### src/rtl/fft_stage_sequencer.sv
// Butterfly address/twiddle sequencer for an in-place radix-2 DIT FFT.
// Issues one descriptor per handshake and holds a barrier between stages.
module fft_stage_sequencer #(
    parameter int LOG2N = 3
) (
    input  logic             clk,
    input  logic             rst_n,
    input  logic             start,
    input  logic             abort,
    output logic             busy,
    output logic             done,
    output logic             err,
    output logic             bf_valid,
    input  logic             bf_ready,
    output logic [LOG2N-1:0] addr_a,
    output logic [LOG2N-1:0] addr_b,
    output logic [LOG2N-2:0] tw_idx,
    output logic [3:0]       stage,
    input  logic             wb_done
);

    localparam int N = 1 << LOG2N;
    localparam int KW = LOG2N - 1;
    localparam int OUT_W = $clog2(N / 2 + 1);
    localparam logic [3:0] LAST_STAGE = 4'(LOG2N - 1);

    typedef enum logic [1:0] {
        S_IDLE,
        S_ISSUE,
        S_DRAIN,
        S_DONE
    } state_t;

    typedef struct packed {
        logic [LOG2N-1:0] a;
        logic [LOG2N-1:0] b;
        logic [KW-1:0]    tw;
    } desc_t;

    // Butterfly k of stage s: groups of span 2h, offset pos inside the group.
    function automatic desc_t bf_desc(input logic [3:0] s,
                                      input logic [KW-1:0] kk);
        logic [LOG2N-1:0] h;
        logic [LOG2N-1:0] kx;
        logic [LOG2N-1:0] pos;
        logic [LOG2N-1:0] grp;
        logic [LOG2N-1:0] a;
        desc_t            d;
        h     = LOG2N'(1) << s;
        kx    = {1'b0, kk};
        pos   = kx & (h - LOG2N'(1));
        grp   = kx >> s;
        a     = (grp << (s + 4'd1)) | pos;
        d.a   = a;
        d.b   = a + h;
        d.tw  = pos[KW-1:0] << (LAST_STAGE - s);
        return d;
    endfunction

    state_t           state;
    logic [KW-1:0]    k;
    logic [3:0]       stage_q;
    logic [OUT_W-1:0] out_cnt;
    logic [OUT_W-1:0] out_next;
    logic             wb_underflow;
    desc_t            desc_q;
    logic             xfer;
    logic             k_last;

    assign xfer   = bf_valid && bf_ready;
    assign k_last = (k == '1);
    assign addr_a = desc_q.a;
    assign addr_b = desc_q.b;
    assign tw_idx = desc_q.tw;
    assign stage  = stage_q;

    // A transfer and a retire in the same cycle cancel out.
    always_comb begin
        out_next     = out_cnt;
        wb_underflow = 1'b0;
        if (xfer && !wb_done) begin
            out_next = out_cnt + OUT_W'(1);
        end else if (!xfer && wb_done) begin
            if (out_cnt == '0) begin
                wb_underflow = 1'b1;
            end else begin
                out_next = out_cnt - OUT_W'(1);
            end
        end
    end

    always_ff @(posedge clk or negedge rst_n) begin
        if (!rst_n) begin
            state    <= S_IDLE;
            k        <= '0;
            stage_q  <= '0;
            out_cnt  <= '0;
            desc_q   <= '0;
            bf_valid <= 1'b0;
            busy     <= 1'b0;
            done     <= 1'b0;
            err      <= 1'b0;
        end else if (abort) begin
            state    <= S_IDLE;
            k        <= '0;
            stage_q  <= '0;
            out_cnt  <= '0;
            desc_q   <= '0;
            bf_valid <= 1'b0;
            busy     <= 1'b0;
            done     <= 1'b0;
            if (wb_underflow) begin
                err <= 1'b1;
            end
        end else begin
            out_cnt <= out_next;
            done    <= 1'b0;
            if (wb_underflow) begin
                err <= 1'b1;
            end
            unique case (state)
                S_IDLE: begin
                    if (start) begin
                        state    <= S_ISSUE;
                        k        <= '0;
                        stage_q  <= '0;
                        err      <= 1'b0;
                        bf_valid <= 1'b1;
                        busy     <= 1'b1;
                        desc_q   <= bf_desc(4'd0, '0);
                    end
                end
                S_ISSUE: begin
                    if (xfer) begin
                        if (k_last) begin
                            state    <= S_DRAIN;
                            bf_valid <= 1'b0;
                        end else begin
                            k      <= k + KW'(1);
                            desc_q <= bf_desc(stage_q, k + KW'(1));
                        end
                    end
                end
                S_DRAIN: begin
                    if (out_next == '0) begin
                        if (stage_q != LAST_STAGE) begin
                            state    <= S_ISSUE;
                            stage_q  <= stage_q + 4'd1;
                            k        <= '0;
                            bf_valid <= 1'b1;
                            desc_q   <= bf_desc(stage_q + 4'd1, '0);
                        end else begin
                            state <= S_DONE;
                            done  <= 1'b1;
                        end
                    end
                end
                S_DONE: begin
                    state <= S_IDLE;
                    busy  <= 1'b0;
                end
                default: begin
                    state <= S_IDLE;
                end
            endcase
        end
    end

endmodule
### config.mk
export PLATFORM = sky130hd
export DESIGN_NAME = fft_stage_sequencer
export DESIGN_NICKNAME = d
export VERILOG_FILES = /design/src/rtl/fft_stage_sequencer.sv
export SDC_FILE = /design/constraint.sdc
export NUM_CORES = 1
export LEC_CHECK = 0
export BUFFER_PORTS_ARGS = -buffer_cell sky130_fd_sc_hd__buf_2
export CAP_MARGIN = 40
export CORE_UTILIZATION = 52
export CTS_BUF_LIST = sky130_fd_sc_hd__clkbuf_4 sky130_fd_sc_hd__clkbuf_8 sky130_fd_sc_hd__clkbuf_16
export CTS_CLUSTER_DIAMETER = 80
export DETAILED_ROUTE_END_ITERATION = 12
export PLACE_DENSITY = 0.81
export SLEW_MARGIN = 10
export SYNTH_ARGS = -nofsm -noshare
export SYNTH_HDL_FRONTEND = slang
export SYNTH_SLANG_ARGS = --single-unit
### constraint.sdc
create_clock -name clk -period 2.5 [get_ports clk]
set_input_delay 0.25 -clock clk [delete_from_list [all_inputs] [get_ports clk]]
set_output_delay 0.25 -clock clk [all_outputs]
set_load 0.01 [all_outputs]
== Word-level counts from Yosys, hierarchy flattened ==
Index checks and enable logic that the tools add are counted.
Storage, ports and cells
  register bits: 23
  output and inout port bits: 16
  logic and storage cells: 108
Cells by class
  add/subtract/negate cells: 10
  eq/ne operators: 11
  shift-type cells: 8
  muxes and demuxes: 50
  bitwise gates (word level): 2
  reductions and logical operators: 16
Operators with widths (number)
  2-to-1 mux 8 bit: 6
  2-to-1 mux 2 bit: 12
  one-hot mux 8 bit (3 select lines): 1
  2-to-1 mux 1 bit: 18
  inequality test 3 bit, second input constant: 6
  2-to-1 mux 4 bit: 4
  2-to-1 mux 3 bit: 4
  AND reduction 6 bit: 2
  adder 4 x 1 -> 4 bit, second input constant: 2
  one-hot mux 2 bit (4 select lines): 1
  one-hot mux 4 bit (2 select lines): 1
  AND reduction 4 bit: 2
  left shift 1 x 4 -> 3 bit, first input constant: 2
  left shift 3 x 4 -> 3 bit: 2
  subtractor 2 x 4 -> 4 bit, first input constant: 2
  adder 3 bit: 2
  == test 2 bit, second input constant: 3
  logical NOT 3 bit: 2
  one-hot mux 2 bit (3 select lines): 1
  nonzero test 3 bit: 2
  subtractor 3 x 1 -> 3 bit, second input constant: 2
  inequality test 4 x 2 -> 1 bit, second input constant: 1
  nonzero test 4 bit: 1
  left shift 1 x 4 -> 2 bit, first input constant: 1
  other kinds (14): 17

== Longest topological paths before layout ==
  depth in word-level cells: 9
  mapped depth: 13
  mapped depth without buffers: 12

== Worst setup path before layout ==
OpenSTA, ideal clock, no wires.
  kind: flip-flop to flip-flop
  from: register stage_q[1], in the netlist stage[1]
  to: register desc_q, in the netlist addr_b[2]
  data arrival time: 2555 ps
  required time: 2390 ps
  setup slack: -165 ps
  cell stages (with the launch flop): 14
  cells stage by stage: dfrtp_1 ha_1 clkbuf_1 nor3_1 a31oi_1 nor2_1 nand3_1 a21oi_1 ha_1 fa_1 xnor2_1 xnor2_1 a22oi_1 o41ai_1
Between the ends
  longest elaborated chain between the ends: 9
  elaborated cells between the ends (all ways): 22
  classes of those cells: add/sub (5); eq/ne (2); shift (6); mux (6); bitwise (2); reduce/logical (1)
Ends and longest elaborated chain
  start, declared: RTL line 62  | logic [3:0] stage_q;
  start signal, assigned: RTL line 148  | stage_q <= stage_q + 4'd1;
  branches (longest 9 deep; another with adder 4 x 1 -> 4 bit)
  end signal, assigned: RTL line 130  | desc_q <= bf_desc(4'd0, '0);
  end signal, assigned: RTL line 140  | desc_q <= bf_desc(stage_q, k + KW'(1));
  end signal, assigned: RTL line 151  | desc_q <= bf_desc(stage_q + 4'd1, '0);
  end, declared: RTL line 66  | desc_t desc_q;
Several ways; the timed one is not identified. The select of a mux whose other input is x is not followed.
A chain may end at the register's enable or synchronous reset.

== Final worst setup path ==
  from: register stage_q[1], in the netlist stage[1]
  to: register desc_q, in the netlist addr_b[1]
Same word-level chain as after synthesis.

==> impl_metrics.yaml <==
timing:
  hold_viol_final: 0
  fin_skew_ps: 1.06
  slew_headroom: 0.643
  tightest_slew_ps: 535
  min_period_ps: 2500
  final_min_period_over_clock_period: 0.999
  max_freq_ghz: 0.400
  fin_ws_ps: 2.33
  tns_ps: 0
  slew_violations: 0
  rsz0062_at_grt: "true"
  setup_viol: 0
power_and_ir_drop:
  total_power_mw: 1.80
  comb_power_share: 0.617
  clockPowerShare: 0.097
  vdd_drop_max_uv: 366
  p_int_mw: 1.01
  power.density_nw_per_um2: 832
  p_switching_uw: 788
  power_leakage_nw: 0.988
  swShare: 0.438
  p_seq_frac: 0.286
route:
  antenna_left: 0
  drc: 0
  drtPass1Iterations: 5
  met1Wirelength_um: 1850
  vias: 1580
  highest_layer: "met4"
  drtIter0Drc: 62
  viasPerCell: 5.75
  met2_length_um: 1910
  wire_per_inst_um: 14.4
  wl_um: 3960
  wl_met3_um: 137
floorplanning:
  die_area_um2: 3660
  ioPinCount: 22
  rows: 20
  dieWidth_um: 60.5
  die_y_um: 60.5
  initial_core_util: 0.564
  core_um2: 3150
synthesis:
  synth-edff-count: 0
  ys_seq_elements: 23
  ys_seq_area_frac: 0.324
  yosys.area.top_type: "dfrtp_1"
  synth_nets: 212
  async_reset_ff_frac: 1.00
  syn-cell-area_um2: 1780
  synthTopCellsByArea: "dfrtp_1 (32%), ha_1 (7.7%), mux2_4 (7.6%)"
  synth_cells: 194
  avgSynthCellArea_um2: 9.16
  yosys.area.top_type_share: 0.324
  synth_ff_type: "dfrtp_1"
  yosysWarnings: 0
  ys_types: 57
global_routing:
  gr-total-overflow: 0
  antenna_found_initial: 0
  grt_max_degree: 24
  grt_pass1_wl_um: 6660
  grt_pass1_vias: 1465
  grt_util_all_layers: 0.242
hold_path:
  worstHoldStart: "start"
  holdPathEnd: "err"
  whs_path_depth: 4
  min_path_type: "in -> reg"
placement:
  dp_slack_ps: 21.0
  io_buffers: 21
  place_inst: 268
  finalWeightedCongestion: 0.906
  dp_hpwl_um: 2960
critical_path:
  r2r_end: "addr_b[1]"
  worstSetupStartpointType: "register"
  critPathMaxFanout: 6
  crit_path_end_kind: "register"
  cp.required_ps: 2720
  r2r-start: "stage[1]"
  cp_data_arrival_time_ps: 2710
  r2r_slack_ps: 2
  worstRegToRegCells: 11
  cp-startpoint: "stage[1]"
  worstSetupPathType: "reg -> reg"
clock_tree:
  tritoncts: "done"
  clock-sinks: 23
  cts.reportedPaths.clkPinSlew_ps: 130
  clockBufferDepth: 2
  cts_made_buffers: 3
  htreeDepth: 1
  ctsRootBufferMaster: "clkbuf_4"
  insertion_delay_ps: 310
final_layout:
  final_layout_size_suffix_gt1_frac: 0.372
  final_nets: 250
  area_growth_pct: 21.7
  fillers: 258
  fin_cells: 275
  num_antenna_cells: 0
  post-route-util: 0.686
outcome:
  status: "complete, no violations"
flow_run:
  maxCapViolCount: 0
through the flow:
stage | area (µm²) | hold WS, ps
6_report | 2160 | 252
5_1_grt | 2160 | 289
4_1_cts | 2110 | 245
3_5_place_dp | 2070 | 262
3_3_place_gp | 2070 | 256
2_1_floorplan | 1830 | -45.6
synthesized netlist by cell type, types with 2 or more instances:
cell type	count
a211oi_1	3
a21oi_1	8
a22o_1	2
a22oi_1	2
a2bb2oi_1	2
a311o_1	2
a31o_2	2
a31oi_1	4
buf_2	3
clkbuf_1	6
dfrtp_1	23
ha_1	11
inv_1	8
mux2_4	9
mux2i_1	2
nand2_1	8
nand2_2	2
nand2b_1	9
nand3_1	8
nand4_1	2
nor2_1	26
nor2b_1	5
nor3_1	6
o21ai_0	2
o21ai_1	2
o22ai_1	2
xnor2_1	5
layout make-up:
class | instances | area [µm²] | share of cell area
sequential | 23 | 579 | 0.268
tap | 44 | 55.1 | 0.0254
clock buffer | 3 | 22.5 | 0.0104
multi-input combinational | 152 | 1190 | 0.551
timing repair buffer | 43 | 273 | 0.126
clock inverter | 1 | 5.00 | 0.00231
inverter | 9 | 36.3 | 0.0168
per-layer routing:
metal  global-route usage  vias up
met5                    0        -
met2                0.383       39
li1                     -      771
met1                0.339      761
met3               0.0256        9
met4               0.0942        0
logic make-up after synthesis:
kind of cell,Yosys count,share of synthesized area
AO/OA/AOI/OAI,44,0.193
XOR/XNOR,5,0.0246
adder cells (fa/ha/maj),12,0.0887
buffers and inverters,19,0.0443
flip-flops,23,0.324
multiplexers,11,0.0873
AND/OR/NAND/NOR,80,0.239
worst max path at each step:
stage	to	slack, ps	depth (start not counted)
2_1_floorplan	addr_b[2]	-6	12
3_3_place_gp	addr_b[2]	90	11
3_5_place_dp	addr_b[1]	20	11
4_1_cts	addr_b[2]	10	12
5_1_grt	addr_b[1]	-110	11
6_report	addr_b[1]	2	11
power by group through the flow:
| stage | logic [mW] | clock network, mW | registers [mW] |
|---|---|---|---|
| global placement | 1.04 | 0 | 0.519 |
| global route | 1.23 | 0.193 | 0.528 |
| detailed placement | 1.07 | 0 | 0.523 |
| finish | 1.11 | 0.175 | 0.515 |
| floorplan | 0.761 | 0 | 0.537 |
| CTS | 1.08 | 0.182 | 0.515 |
critical path, stage by stage, from the launching register on:
cell	delay (ps)
dfrtp_2	490
ha_4	200
nor3_4	120
a31oi_2	60
nor2_1	140
nand3_1	130
a21oi_2	160
ha_2	190
fa_2	430
a22oi_2	160
nor2_1	50
mux2_4	260
state kept, by name (all words and copies together), names as in the netlist:
| name | count |
|---|---|
| state | 2 |
| addr_a | 3 |
| tw_idx | 2 |
| done | 1 |
| k | 2 |
| bf_valid | 1 |
| stage | 4 |
| busy | 1 |
| out_cnt | 3 |
| err | 1 |
| addr_b | 3 |
placed cells by master, fill, tap and decap left out, types with 7 or more instances in the layout:
master | netlist | final
nor2_1 | 26 | 24
buf_2 | 3 | 21
buf_4 | 1 | 21
dfrtp_1 | 23 | 20
nand2b_1 | 9 | 9
mux2_4 | 9 | 9
inv_1 | 8 | 8
nand3_1 | 8 | 8
ha_1 | 11 | 8
nand2_1 | 8 | 7
a21oi_1 | 8 | 7
repair_timing:
| action | 4_1_cts | 5_1_grt |
|---|---|---|
| pin swaps | 0 | 4 |
| endpoints found under the hold margin | 23 | 0 |
| setup buffers | 1 | 1 |
| hold buffers | 1 | 0 |
| setup endpoints to repair | 1 | 2 |
| resized for setup | 0 | 10 |
Note: power is estimated with default switching activity, not from simulation.
